==> config.mk <==
export PLATFORM = sky130hd
export DESIGN_NAME = onehot_decoder_buf
export DESIGN_NICKNAME = d
export VERILOG_FILES = /design/src/rtl/onehot_decoder_buf.sv
export SDC_FILE = /design/constraint.sdc
export NUM_CORES = 1
export LEC_CHECK = 0
export BUFFER_PORTS_ARGS = -buffer_cell sky130_fd_sc_hd__buf_2
export CAP_MARGIN = 20
export CORE_ASPECT_RATIO = 0.5
export CORE_MARGIN = 2
export CORE_UTILIZATION = 45
export DETAILED_ROUTE_END_ITERATION = 6
export PLACE_DENSITY = 0.68
export SLEW_MARGIN = 25
export SYNTH_ARGS = -nofsm -noshare
export SYNTH_HDL_FRONTEND = slang
export SYNTH_SLANG_ARGS = --single-unit
==> constraint.sdc <==
create_clock -name clk -period 4.7 [get_ports clk]
set_clock_uncertainty 0.2 [all_clocks]
set_input_delay 0.94 -clock clk [delete_from_list [all_inputs] [get_ports clk]]
set_output_delay 0.94 -clock clk [all_outputs]
set_load 0.005 [all_outputs]
==> src/rtl/onehot_decoder_buf.sv <==
// Binary-to-one-hot decoder with a two-entry valid/ready buffer between producer and consumer.
// Every output is driven straight from a flop, so nothing combinational connects input to output.
module onehot_decoder_buf #(
    parameter int unsigned IN_W  = 3,
    parameter int unsigned OUT_W = 8,
    parameter int unsigned DEPTH = 2,
    parameter int unsigned CNT_W = 8
) (
    input  logic             clk,
    input  logic             rst_n,
    input  logic [IN_W-1:0]  code_in,
    input  logic             code_en,
    input  logic             in_valid,
    output logic             in_ready,
    output logic [OUT_W-1:0] onehot_out,
    output logic             out_valid,
    input  logic             out_ready,
    output logic [CNT_W-1:0] word_cnt
);

    // The state value is the buffer occupancy.
    localparam logic [1:0] FULL_OCC = 2'(DEPTH);

    typedef enum logic [1:0] {
        S_EMPTY = 2'd0,
        S_ONE   = 2'd1,
        S_FULL  = FULL_OCC
    } state_t;

    localparam logic [OUT_W-1:0] ZERO_WORD = {OUT_W{1'b0}};

    function automatic logic [OUT_W-1:0] decode(input logic [IN_W-1:0] code, input logic en);
        logic [OUT_W-1:0] word;
        if (en) begin
            word = {{(OUT_W-1){1'b0}}, 1'b1} << code;
        end else begin
            word = ZERO_WORD;
        end
        return word;
    endfunction

    state_t           state_q, state_d;
    logic [OUT_W-1:0] head_q, head_d;
    logic [OUT_W-1:0] tail_q, tail_d;
    logic             in_ready_q, in_ready_d;
    logic             out_valid_q, out_valid_d;
    logic [CNT_W-1:0] word_cnt_q, word_cnt_d;

    logic             push_s;
    logic             pop_s;
    logic [OUT_W-1:0] new_word_s;

    assign push_s     = in_valid & in_ready_q;
    assign pop_s      = out_valid_q & out_ready;
    assign new_word_s = decode(code_in, code_en);

    // Next-state, buffer contents and handshake flags.
    // The head entry is zeroed whenever the buffer empties, so onehot_out reads 0 when idle.
    always_comb begin
        state_d = state_q;
        head_d  = head_q;
        tail_d  = tail_q;
        case (state_q)
            S_EMPTY: begin
                if (push_s) begin
                    head_d  = new_word_s;
                    state_d = S_ONE;
                end else begin
                    state_d = S_EMPTY;
                end
            end
            S_ONE: begin
                if (push_s && pop_s) begin
                    head_d  = new_word_s;
                    state_d = S_ONE;
                end else if (push_s) begin
                    tail_d  = new_word_s;
                    state_d = S_FULL;
                end else if (pop_s) begin
                    head_d  = ZERO_WORD;
                    state_d = S_EMPTY;
                end else begin
                    state_d = S_ONE;
                end
            end
            S_FULL: begin
                if (pop_s) begin
                    head_d  = tail_q;
                    tail_d  = ZERO_WORD;
                    state_d = S_ONE;
                end else begin
                    state_d = S_FULL;
                end
            end
            default: begin
                head_d  = ZERO_WORD;
                tail_d  = ZERO_WORD;
                state_d = S_EMPTY;
            end
        endcase

        in_ready_d  = (state_d != S_FULL);
        out_valid_d = (state_d != S_EMPTY);

        if (pop_s) begin
            word_cnt_d = word_cnt_q + {{(CNT_W-1){1'b0}}, 1'b1};
        end else begin
            word_cnt_d = word_cnt_q;
        end
    end

    // State, storage and registered outputs.
    always_ff @(posedge clk or negedge rst_n) begin
        if (!rst_n) begin
            state_q     <= S_EMPTY;
            head_q      <= ZERO_WORD;
            tail_q      <= ZERO_WORD;
            in_ready_q  <= 1'b1;
            out_valid_q <= 1'b0;
            word_cnt_q  <= {CNT_W{1'b0}};
        end else begin
            state_q     <= state_d;
            head_q      <= head_d;
            tail_q      <= tail_d;
            in_ready_q  <= in_ready_d;
            out_valid_q <= out_valid_d;
            word_cnt_q  <= word_cnt_d;
        end
    end

    assign in_ready   = in_ready_q;
    assign out_valid  = out_valid_q;
    assign onehot_out = head_q;
    assign word_cnt   = word_cnt_q;

endmodule

# --- Word-level counts from Yosys, hierarchy flattened ---
# Index checks and enable logic that the tools add are counted.
op_classes:
  addsub: 1
  eq_ne: 9
  n_shift: 1
  mux: 15
  n_bitwise: 3
  n_reduce_logical: 5
op_table:
  columns: ["cell", "count"]
  rows:
  - ["$mux 8", 7]
  - ["$pmux 8 s3", 2]
  - ["$ne 2x2->1 const B", 5]
  - ["$add 8x1->8 const B", 1]
  - ["$reduce_and 4->1", 2]
  - ["$shl 1x3->8 const A", 1]
  - ["$mux 2", 3]
  - ["$ne 3x3->1 const B", 2]
  - ["$pmux 2 s3", 1]
  - ["$and 1x1->1", 2]
  - ["$eq 2x1->1 const B", 1]
  - ["$eq 2x2->1 const B", 1]
  - ["$logic_not 2->1", 1]
  - ["$mux 1", 2]
  - ["$reduce_bool 2->1", 1]
  - ["$logic_and 1x1->1", 1]
  - ["$not 1->1", 1]
word_totals:
  register_bits: 28
  in_bits: 8
  out_inout_bits: 18
  wordCells: 40

# --- Logic depth before layout (Yosys ltp) ---
# Gate-level depths: netlist of the first run.
logic_depth:
  ltp_word: 6
  mapped_depth: 5
  mapped_depth_nobuf: 4

# --- Worst setup path before layout of the first run ---
# No wires, ideal clock.
synth_path:
  path_kind: "in2reg"
  startpoint: "input out_ready"
  endpoint: "register tail_q[0]"
  setup_time_ns: 0.125
  t_arrival_ns: 1.769
  required_time_ns: 4.375
  setup_slack_ns: 2.607
  stages: 4
  n_path_buf: 0
  path_cell_list: "nand2_2 a31oi_1 a21oi_4 mux2_2"
synth_via:
  elab_chain_cells: 4
  word_cells_on_any_way: 5
  classes_between: "eq/ne (2); bitwise (1); reduce/logical (2)"
synth_lines:
  columns: ["item", "line", "source"]
  rows:
  - ["start: declaration", "17", "input logic out_ready,"]
  - ["$and 1x1->1 *", "54", "assign pop_s = out_valid_q & out_ready;"]
  - ["$logic_and 1x1->1", "73", "if (push_s && pop_s) begin"]
  - ["$ne 2x2->1 (no line)", null, null]
  - ["$reduce_and 4->1 (no line) *", null, null]
  - ["end signal: assignment", "124", "tail_q <= tail_d;"]
  - ["end: declaration", "44", "logic [OUT_W-1:0] tail_q, tail_d;"]
# Mark *: on every way between the ends. The rest lies on a longest branch, timed or not.
# A chain may end at the register's enable or synchronous reset.

# --- Worst setup path in the final report of the first run ---
layout_path:
  startpoint: "register in_ready_q, in the netlist in_ready"
  endpoint: "output in_ready"
layout_rtl:
  columns: ["item", "line", "source"]
  rows:
  - ["start: declaration", "45", "logic in_ready_q, in_ready_d;"]
  - ["start signal: assignment", "125", "in_ready_q <= in_ready_d;"]
  - ["end: declaration", "14", "output logic in_ready,"]
# No word-level cell between the ends.

==> summary.txt, run 1 <==
Routing
  • Vias/cell: roughly 5.4
  • Average wire per standard cell: ~14 µm
  • Antenna-violating nets left: 0
  • DRC Markers: 0
  • Vias: ~1000
  • Routed wire length: approximately 2700 µm
  • DRT iter0 DRCs: 63
  • DRT Pass-1 Iters: 4

Power
  • Sw Share: 38.47%
  • Leak Pwr: approximately 0.73 nW
  • Clock power frac: a little under a fifth
  • Int Power: approximately 0.0005 W
  • Gate power share: between 30% and 40%
  • Share of total power in sequential cells: ~47%
  • Pwr/cell area: about 510 nW/µm²
  • P_sw: 0.0003105 W
  • Max VDD drop: around 0.00024 V

Global routing
  • Largest net degree at the start of global routing: 29
  • Vias in the first global route: roughly 1000
  • Initial antenna violation count: 0
  • GRT Total Usage: roughly 18%
  • First-pass GRT wire length: between 4000 and 5000 µm
  • GRT Residual Overflow: 0

Critical path
  • WP data required: between 3 and 4 ns
  • Worst-path maximum fanout: 6
  • Crit-path cells: buf_2
  • Reg2Reg Setup Slack: between 2 and 3 ns
  • R2R Path Start: in_ready
  • CP Launch Type: flop
  • Crit-path leading delay family: flip-flops
  • Critical path class: reg2out
  • Slowest CP cell: dfstp_2
  • Crit-path max cell delay: 0.63 ns
  • CP Launch Point: in_ready
  • Crit. End Element: primary output
  • WP buf/inv: 1
  • Worst path arrival time: 1.05 ns

Placement
  • Port bufs: 25
  • Dpl cells: 186
  • Cell Area, Placed: 1526 µm²
  • Post-DP HPWL: approximately 2000 µm
  • GPL Wtd Cong: around 0.79

Finish
  • Final Cell Area: 1582 µm²
  • Share of cells above drive strength 1: 32.00%
  • Multi-input logic area: roughly 640 µm²
  • Inserted Diodes: 0
  • Register Area: 701.9 µm²
  • P&R area growth vs syn: 15.33%
  • Nets: between 150 and 200
  • Layout fillers: about 290
  • Post-route insts no fill: between 150 and 200

Timing
  • Max-slew violation count: 0
  • Final Cycle Share: between 40% and 50%
  • RSZ-0062 raised after global routing: no
  • Final setup viols: 0
  • Fin. Hold Viols: 0
  • Relative slew slack: a little under three fifths
  • Worst slew pin tran: between 0.6 and 0.7 ns
  • Max Freq: between 400 and 500 MHz
  • Final setup TNS: 0 ns
  • Period minus WS final: between 2 and 2.5 ns

Floorplanning
  • Std-Cell Rows: 14
  • Initial Util: 46.32%
  • Chip height: about 43 µm
  • Die width: between 80 and 90 µm
  • DIE AREA: ~3500 µm²
  • Core area: between 2000 and 3000 µm²
  • Ports: 26

Synth
  • Mapped Cells: 124
  • Count leader, synth: dfrtp_1
  • Commonest cells post-synth: dfrtp_1 (27), nand2_1 (17), nor2_1 (8)
  • Post-synth cell types: 40
  • Yosys top cell area share: between 40% and 50%
  • #FFs+latches synth: 28
  • Avg Inst Size Synth: about 11 µm²
  • Syn. warnings: 0
  • Synth Cell Area: around 1400 µm²
  • Synth async-reset ratio: 100.0%
  • Top_reg_cell synth: dfrtp_1
  • Number of flops mapped to enable cells by yosys: 0
  • Sequential element share of the synthesized area: 51.19%
  • Mapped Nets: 133
  • Synth area leaders: dfrtp_1 (49%), nand2_1 (4.7%), mux2_2 (4.1%), xnor2_1 (3.8%), a22oi_1 (3.3%)
  • Largest area contributor in the netlist: dfrtp_1

Clock tree
  • CTS Buf Count: 3
  • CTS tree: built
  • Sink Count: 28
  • Post-CTS resize count: 0
  • Clk pin slew, worst setup/hold paths: roughly 0.090 ns
  • CTS max path bufs: 2
  • Skew-Pair Late Insertion Delay: 0.28 ns
  • Hold buffers post-CTS: 0
  • Clk root buf: clkbuf_8
  • Post-CTS Repair Setup Buffers: 0
  • Depth of the CTS H-tree: 1

Flow run
  • Max cap viols: 0

Outcome
  • Outcome: finished clean

Min path
  • Min-delay src: word_cnt[7]
  • HP Class: reg2reg
==> state kept, by name, summed over array words and instances (netlist names) <==
register	flops
state_q	2
in_ready	1
word_cnt	8
out_valid	1
tail_q	8
onehot_out	8
==> cell type report <==
cell class	count	share of cell area [%]
Clock buffer	4	3.481
Inverter	3	0.7120
Multi-Input combinational cell	90	40.35
Sequential cell	28	44.38
Tap cell	40	3.165
Timing Repair Buffer	25	7.911
==> final timing paths <==
path	depth (start not counted)	endpoint
worst max-delay path	1	in_ready
worst min-delay path	1	word_cnt[7]
worst max register to register	4	onehot_out[3]
worst min register to register	1	word_cnt[7]
max in group asynchronous	1	out_valid
min in group asynchronous	1	tail_q[7]
==> cells in the final DEF (no fill, tap or decap), types with 3 or more instances in the layout <==
| master | synthesis | routed |
|---|---|---|
| o21ai_1 | 7 | 7 |
| clkbuf_8 | 0 | 4 |
| mux2_1 | 3 | 3 |
| mux2_2 | 5 | 5 |
| buf_2 | 0 | 25 |
| xnor2_1 | 6 | 6 |
| nand2_1 | 17 | 17 |
| dfrtp_1 | 27 | 27 |
| nor2_1 | 8 | 8 |
| a22oi_1 | 6 | 6 |
| nand4_1 | 3 | 3 |
| nor2b_1 | 3 | 3 |
| nand3_1 | 3 | 3 |
==> per-stage QoR <==
| step | hold slack [ns] | util [%] | power, W | setup WS, ns |
|---|---|---|---|---|
| 6_report | 0.2788 | 53.42 | 0.0008071 | 2.507 |
| 3_5_place_dp | 0.2655 | 51.56 | 0.0006627 | 2.342 |
| 4_1_cts | 0.2867 | 53.42 | 0.0008152 | 2.504 |
| 3_3_place_gp | 0.2545 | 51.56 | 0.0006517 | 2.368 |
| 2_1_floorplan | 0.2585 | - | 0.0005680 | 2.607 |
| 5_1_grt | 0.3117 | 53.42 | 0.0008650 | 2.473 |
==> kinds of logic after synthesis <==
logic type	synth area share (%)
buffers and inverters	2.280
multiplexers	6.569
XOR/XNOR	4.471
AO/OA/AOI/OAI	15.33
AND/OR/NAND/NOR	19.25
flip-flops	51.19
adder cells (fa/ha/maj)	0.9123
==> power groups by stage <==
stage,Sequential (W),Combinational [W],Clock [W]
after floorplan,0.000369,0.000199,0
after global placement,0.000375,0.000277,0
final,0.000375,0.000281,0.000151
after detailed placement,0.000380,0.000282,0
after CTS,0.000376,0.000283,0.000156
after global routing,0.000386,0.000315,0.000164
==> layer usage <==
layer | vias to the layer above | GRT usage, % | share of wire [%]
met3 | 4 | 5.106 | 4.0
li1 | 492 | - | -
met1 | 504 | 24.59 | 48
met4 | 0 | 6.000 | 1.7
met5 | - | 0 | 0
met2 | 20 | 27.48 | 46
Power figures use the tool's default switching activity.
==> run 2: changes to the inputs <==
--- a/config.mk
+++ b/config.mk
@@ -5,13 +5,14 @@
 export SDC_FILE = /design/constraint.sdc
 export NUM_CORES = 1
 export LEC_CHECK = 0
+export ABC_AREA = 1
 export BUFFER_PORTS_ARGS = -buffer_cell sky130_fd_sc_hd__buf_2
 export CAP_MARGIN = 20
 export CORE_ASPECT_RATIO = 0.5
 export CORE_MARGIN = 2
 export CORE_UTILIZATION = 45
 export DETAILED_ROUTE_END_ITERATION = 6
-export PLACE_DENSITY = 0.68
+export PLACE_DENSITY = 0.7
 export SLEW_MARGIN = 25
 export SYNTH_ARGS = -nofsm -noshare
 export SYNTH_HDL_FRONTEND = slang
==> constraint.sdc (replaced) <==
create_clock -name clk -period 1.93 [get_ports clk]
set_clock_uncertainty 0.2 [all_clocks]
set_input_delay 0.386 -clock clk [delete_from_list [all_inputs] [get_ports clk]]
set_output_delay 0.386 -clock clk [all_outputs]
set_load 0.005 [all_outputs]
==> run 2 against run 1 <==
Via count up 16%. Clock power grew 140%. Critical path depth grew 5. Routed wire length rose by 1.5%. Sequential cell count is the same. Cell count rose by 32%. Clock-buffer cell count stayed put. Combinational power rose to 3.2 times the previous value. Synthesized area is 4.8% higher. Non-clock buffer count increased by 2. Global-route usage fell by 1.1 points. Worst setup slack got worse by 2.1 ns. Critical endpoint is now onehot_out[1].
==> summary.txt, run 2 <==
Floorplanning
  • DIE AREA: 3690 µm² (+4.5%)
  • Die width: 83.94 µm (+2.3%)
  • Core area: 3030 µm² (+2.4%)
  • Std-Cell Rows: 14 (unchanged)
  • Chip height: 43.97 µm (+2.2%)
  • Initial Util: 47.44% (+1.1 points)
  • Ports: 26 (unchanged)

Global routing
  • GRT Total Usage: 16.84% (-1.1 points)
  • Largest net degree at the start of global routing: 29 (unchanged)
  • Initial antenna violation count: 0 (unchanged)
  • First-pass GRT wire length: 4830 µm (+4.0%)
  • Vias in the first global route: 1077 (+9.6%)
  • GRT Residual Overflow: 0 (unchanged)

Routing
  • Vias/cell: 4.752 (-11%)
  • Antenna-violating nets left: 0 (unchanged)
  • Average wire per standard cell: 11.13 µm (-23%)
  • DRT Pass-1 Iters: 4 (unchanged)
  • DRC Markers: 0 (unchanged)
  • Vias: 1188 (+16%)
  • Routed wire length: 2783 µm (+1.5%)
  • DRT iter0 DRCs: 36 (-43%)

Finish
  • P&R area growth vs syn: 16.45%
  • Inserted Diodes: 0 (unchanged)
  • Register Area: 701.9 µm² (unchanged)
  • Most common library cell in the layout ignoring fill and taps: nand2_1
  • Layout fillers: 295 (+2.8%)
  • Nets: 220 (+38%)
  • Share of cells above drive strength 1: 28.10% (-3.9 points)
  • Multi-input logic area: 654.4 µm² (+2.5%)
  • Most frequent cells in the layout: nand2_1 (74), dfrtp_1 (27), buf_2 (25)
  • Post-layout util: 55.24% (+1.8 points)
  • Post-route insts no fill: 250 (+32%)

Clock tree
  • Skew-Pair Late Insertion Delay: 0.27 ns (about the same)
  • Clk pin slew, worst setup/hold paths: 0.09 ns (about the same)
  • CTS Buf Count: 3 (unchanged)
  • Clk root buf: clkbuf_8
  • Depth of the CTS H-tree: 1 (unchanged)
  • CTS max path bufs: 2 (unchanged)
  • Sink Count: 28 (unchanged)
  • CTS tree: built

Critical path
  • Reg2reg end: onehot_out[1]
  • Crit-path cells: nand2_2 > a21oi_2 > nand3_1 > nand2_1 > nand2_1 > nand2_1
  • Worst-path maximum fanout: 8 (+2)
  • Reg2Reg Setup Slack: 0.40 ns (-2.45 ns)
  • CP Launch Point: in_ready
  • Critical path class: reg2reg
  • CP Launch Type: flop
  • WP data required: 1.95 ns (-1.61 ns)
  • Reg2reg path depth: 6 (+2)
  • Worst path most repeated cell: nand2_1
  • Crit. End Element: flop
  • Worst path arrival time: 1.55 ns (+0.50 ns)
  • Worst setup endpoint: onehot_out[1]
  • Slowest CP cell: dfstp_2
  • R2R Path Start: in_ready
  • Crit-path max cell delay: 0.54 ns (-0.09 ns)

Synth
  • Synth area leaders: dfrtp_1 (47%), nand2_1 (19%), o21ai_2 (6.1%), nand3_1 (3.8%), inv_1 (3.7%)
  • Mapped Cells: 180 (+45%)
  • Largest family of logic cells by synthesized area: simple AND/OR/NAND/NOR gates
  • Syn. warnings: 0 (unchanged)
  • Top_reg_cell synth: dfrtp_1
  • Number of flops mapped to enable cells by yosys: 0 (unchanged)
  • Simple-gate share of the synthesized area: 33.94% (+15 points)
  • Largest area contributor in the netlist: dfrtp_1
  • Post-synthesis mux area share: 0.7833% (-5.8 points)
  • Count leader, synth: nand2_1
  • Sequential element share of the synthesized area: 48.83% (-2.4 points)
  • Synth Cell Area: 1438 µm² (+4.8%)
  • Avg Inst Size Synth: 7.987 µm² (-28%)
  • Commonest cells post-synth: nand2_1 (74), dfrtp_1 (27), inv_1 (14)
  • Synth Area in Adders: 0.8703% (-0.042 points)
  • XOR/XNOR Fraction of Synth Area: 1.828% (-2.6 points)
  • Yosys top cell area share: 47.00% (-2.3 points)
  • #FFs+latches synth: 28 (unchanged)
  • Mapped Nets: 189 (+42%)
  • Compound-gate portion of the synthesized area: 8.094% (-7.2 points)
  • Post-synth cell types: 24 (-40%)
  • Synth async-reset ratio: 100.0% (unchanged)

Placement
  • Post-DP HPWL: 2094 µm (+2.5%)
  • GPL Wtd Cong: 0.8364 (+5.7%)
  • Port bufs: 25 (unchanged)
  • Dpl cells: 245 (+32%)

Flow run
  • Max cap viols: 0 (unchanged)

Timing
  • Period minus WS final: around 1.5 ns
  • Relative slew slack: 58.67% (+2.2 points)
  • RSZ-0062 raised after global routing: no
  • Final Cycle Share: between 70% and 80%
  • Max Freq: between 600 and 700 MHz
  • Fin. Hold Viols: 0 (unchanged)
  • Final setup TNS: 0 ns (unchanged)
  • Max-slew violation count: 0 (unchanged)
  • Final setup viols: 0 (unchanged)
  • Worst slew pin tran: 0.6199 ns (-0.03100 ns)

Min path
  • HP Class: in2reg

Outcome
  • Outcome: finished clean

Power
  • Leak Pwr: 0.9142 nW (+25%)
  • Max VDD drop: 0.0005578 V (+130%)
  • Pwr/cell area: 1305 nW/µm² (+160%)
[run 2: cell types whose count changed in the layout (fill, tap and decap cells not counted), moves of 3 or more]
cell | before | now
nand2_1 | 17 | 74
inv_1 | 2 | 14
o21ai_2 | 1 | 10
nand3_1 | 3 | 11
a22oi_1 | 6 | 0
o21ai_1 | 7 | 1
nand2_2 | 1 | 6
xnor2_1 | 6 | 1
mux2_2 | 5 | 1
nor2_1 | 8 | 12
mux2_1 | 3 | 0
nor2_2 | 1 | 4
nor2b_1 | 3 | 0
[run 2: cell families after synthesis]
family | count (synthesis)
compound gates | 15
flops | 28
xor+xnor | 3
buf+inv | 19
mux | 1
simple gates | 113
fa+ha+maj | 1
[run 2: worst min path at each step]
stage / from / to / slack [ns] / cells after the start
CTS: out_ready / word_cnt[0] / 0.20 / 3
global route: out_ready / word_cnt[0] / 0.21 / 3
global placement: rst_n / tail_q[6] / 0.24 / 1
finish: out_ready / word_cnt[0] / 0.20 / 3
detailed placement: rst_n / tail_q[3] / 0.24 / 1
floorplan: rst_n / onehot_out[0] / -0.11 / 0
[run 2: metrics by stage]
step	hold slack [ns]	area (µm²)	total power (W)	setup slack, ns
finish	0.1981	1674	0.002184	0.3967
global route	0.2133	1674	0.002370	0.2826
CTS	0.1970	1674	0.002207	0.3937
detailed placement	0.2365	1609	0.001839	0.4117
global placement	0.2381	1609	0.001821	0.4352
floorplan	-0.1096	1438	0.001561	0.5022
[run 2: report_power, final]
part / total (W) / switching [W] / internal, W / leakage [nW]
Combinational: 0.000903 / 0.000588 / 0.000315 / 0.525
Sequential: 0.000919 / 0.000168 / 0.000751 / 0.360
Clock: 0.000363 / 0.000180 / 0.000183 / 0.0288
[run 2: layout make-up]
type	count	area share (%)
sequential	28	41.93
multi-input combinational	133	39.09
timing repair buffer	27	8.520
inverter	18	4.185
clock buffer	4	3.288
tap	40	2.990
[run 2: worst max-delay path: cells and delay by family (launching register included)]
family             cells  cell delay [ns]
DFF                    1             0.54
and+or+nand+nor        5             0.38
AOI/OAI and AO/OA      1             0.34
[run 2: timing repair]
item,CTS,global route
endpoints found under the hold margin,27,0
hold buffers,1,0
gates resized for setup,0,0
buffers inserted,0,0
[run 2: routing by layer]
metal	track usage (%)	up-vias	part of all wire, %
li1	-	621	-
met1	23.05	539	50
met2	26.88	24	45
met3	4.571	4	4.6
met4	4.839	0	1.1
met5	0	-	0
==> run 3: changes to the inputs <==
--- a/config.mk
+++ b/config.mk
@@ -5,14 +5,14 @@
 export SDC_FILE = /design/constraint.sdc
 export NUM_CORES = 1
 export LEC_CHECK = 0
-export ABC_AREA = 1
+export ABC_AREA = 0
 export BUFFER_PORTS_ARGS = -buffer_cell sky130_fd_sc_hd__buf_2
 export CAP_MARGIN = 20
 export CORE_ASPECT_RATIO = 0.5
 export CORE_MARGIN = 2
 export CORE_UTILIZATION = 45
 export DETAILED_ROUTE_END_ITERATION = 6
-export PLACE_DENSITY = 0.7
+export PLACE_DENSITY = 0.68
 export SLEW_MARGIN = 25
 export SYNTH_ARGS = -nofsm -noshare
 export SYNTH_HDL_FRONTEND = slang
==> constraint.sdc (replaced) <==
create_clock -name clk -period 1.5 [get_ports clk]
set_clock_uncertainty 0.2 [all_clocks]
set_input_delay 0.3 -clock clk [delete_from_list [all_inputs] [get_ports clk]]
set_output_delay 0.3 -clock clk [all_outputs]
set_load 0.005 [all_outputs]
==> run 3 against run 2 <==
The flow now finishes with violations (negative setup slack). Cell area rose by 7.3%. Non-clock buffer count rose by 13. Power rose by 36%. Hold slack improved by 0.029 ns. Routed wire length rose by 12%. Global-route usage rose by 2.1 points. Sequential cell count did not move. Worst setup slack got worse by 0.62 ns. Highest routed layer unchanged.
==> summary.txt, run 3 (synthesized netlist as in run 1, its figures left out) <==
Floorplanning
  • Die width: 82.07 µm (-2.2%)
  • Core area: 2960 µm² (-2.3%)
  • Std-Cell Rows: 14 (unchanged)
  • Initial Util: 46.32% (-1.1 points)
  • Chip height: 43.04 µm (-2.1%)
  • Ports: 26 (unchanged)
  • DIE AREA: 3532 µm² (-4.3%)

Timing
  • Max-slew violation count: 0 (unchanged)
  • Period minus WS final: 1.728 ns (+0.1947 ns)
  • Fin. Hold Viols: 0 (unchanged)
  • Max Freq: 578.7 MHz (-11%)
  • RSZ-0062 raised after global routing: yes
  • Worst slew pin tran: 0.2986 ns (-0.3213 ns)
  • Relative slew slack: 80.03% (+21 points)
  • Final Cycle Share: 115.2% (+36 points)
  • Worst setup margin: -0.2279 ns (-0.6247 ns)
  • Final setup viols: 19 (+19)

Critical path
  • WP data required: 1.47 ns (-0.48 ns)
  • Reg2reg end: tail_q[5]
  • Worst path arrival time: 1.70 ns (+0.15 ns)
  • WP buf/inv: 2 (+2)
  • CP Launch Type: flop
  • Reg2reg path depth: 5 (-1)
  • Crit-path cells: buf_4 > a31oi_2 > a21oi_4 > buf_12 > mux2_2
  • R2R Path Start: in_ready
  • Crit. End Element: flop
  • Worst-path maximum fanout: 8 (unchanged)
  • Crit-path leading delay family: flip-flops
  • Reg2Reg Setup Slack: -0.23 ns (-0.62 ns)
  • Crit-path max cell delay: 0.58 ns (+0.04 ns)
  • Slowest CP cell: dfstp_2
  • Critical path class: reg2reg

Power
  • Max VDD drop: 0.0007731 V (+39%)
  • Tot Pwr: 0.002967 W (+36%)
  • Pwr/cell area: 1652 nW/µm² (+27%)
  • Leak Pwr: 0.8272 nW (-9.5%)

Global routing
  • GRT Residual Overflow: 0 (unchanged)
  • Initial antenna violation count: 0 (unchanged)
  • First-pass GRT wire length: 4988 µm (+3.3%)
  • Largest net degree at the start of global routing: 20 (-31%)
  • Vias in the first global route: 1092 (+1.4%)
  • GRT Total Usage: 18.91% (+2.1 points)

Outcome
  • Outcome: finished with violations
  • Violated checks: negative setup slack

Clock tree
  • CTS Buf Count: 3 (unchanged)
  • Depth of the CTS H-tree: 1 (unchanged)
  • Clk root buf: clkbuf_8
  • Skew-Pair Late Insertion Delay: 0.27 ns (about the same)
  • CTS tree: built
  • Clk pin slew, worst setup/hold paths: 0.10 ns (about the same)
  • Sink Count: 28 (unchanged)
  • CTS max path bufs: 2 (unchanged)

Routing
  • DRT Pass-1 Iters: 4 (unchanged)
  • Vias: 1099 (-7.5%)
  • Average wire per standard cell: 15.16 µm (+36%)
  • Vias/cell: 5.361 (+13%)
  • DRT iter0 DRCs: 44 (+22%)
  • Routed wire length: 3108 µm (+12%)
  • DRC Markers: 0 (unchanged)
  • Antenna-violating nets left: 0 (unchanged)

Placement
  • GPL Wtd Cong: 0.7471 (-11%)
  • Port bufs: 25 (unchanged)
  • Dpl cells: 195 (-20%)
  • Post-DP HPWL: 2141 µm (+2.3%)

Finish
  • Nets: 175 (-20%)
  • Inserted Diodes: 0 (unchanged)
  • Most frequent cells in the layout: buf_2 (25), dfrtp_1 (25), nand2_1 (17)
  • Share of cells above drive strength 1: 45.45% (+17 points)
  • P&R area growth vs syn: 31.02%
  • Post-route insts no fill: 205 (-18%)

Min path
  • HP Class: in2async

Flow run
  • Max cap viols: 0 (unchanged)
run 3: cell types whose count changed in the layout (fill, tap and decap cells not counted), sizes merged, moves of 4 or more:
cell / delta
nor2: -8
inv: -15
mux2: +7
nor2b: +4
nand3: -8
a22oi: +6
nand2: -63
xnor2: +5
buf: +13
run 3: worst reg2reg max path: stages (launching register included):
cell and delay [ns]:
dfstp_2 0.58, buf_4 0.13, a31oi_2 0.09, a21oi_4 0.15, buf_12 0.14, mux2_2 0.33
run 3: final cells by class:
class / instances / area, µm²
Sequential cell: 28 / 704.4
Fill cell: 241 / 1164
Timing Repair Buffer: 40 / 269.0
Clock buffer: 4 / 55.05
Tap cell: 40 / 50.05
Multi-Input combinational cell: 90 / 706.9
Inverter: 3 / 11.26
run 3: worst max path at each step:
stage	slack, ns	from	depth (start not counted)	to
after floorplan	-0.11	state_q[1]	5	out_valid
after global placement	-0.16	in_ready	4	onehot_out[3]
after detailed placement	-0.19	in_ready	4	onehot_out[3]
after CTS	-0.21	in_ready	4	onehot_out[3]
after global routing	-0.28	in_ready	5	onehot_out[3]
final	-0.23	in_ready	5	tail_q[5]
run 3: metrics by stage:
stage | worst slack, ns | hold slack (ns) | cell area, µm² | util [%] | TNS [ns]
floorplan | -0.1085 | -0.1956 | 1388 | - | -1.214
global placement | -0.1573 | -0.01379 | 1623 | 54.82 | -1.908
detailed placement | -0.1913 | -0.008291 | 1623 | 54.82 | -2.449
CTS | -0.2076 | 0.2205 | 1715 | 57.95 | -2.395
global route | -0.2829 | 0.2538 | 1797 | 60.69 | -4.537
finish | -0.2279 | 0.2269 | 1797 | 60.69 | -3.599
run 3: power by group:
group / switching [W] / leakage [nW] / internal [W]
clock network: 0.000235 / 0.0288 / 0.000235
logic: 0.000678 / 0.427 / 0.000670
registers: 0.000210 / 0.371 / 0.000939
run 3: metal layers:
layer	up-vias	GRT usage, %	part of all wire (%)
met4	0	6.000	0.74
met5	-	0	0
met1	549	23.43	47
met3	2	5.319	3.5
met2	20	32.03	49
li1	528	-	-
run 3: what timing repair did:
action	in CTS	in global routing
gates resized for setup	0	13
setup endpoints to repair	19	20
hold buffers	1	0
hold endpoints to repair	28	0
buffers inserted	2	3
pin swaps	2	4
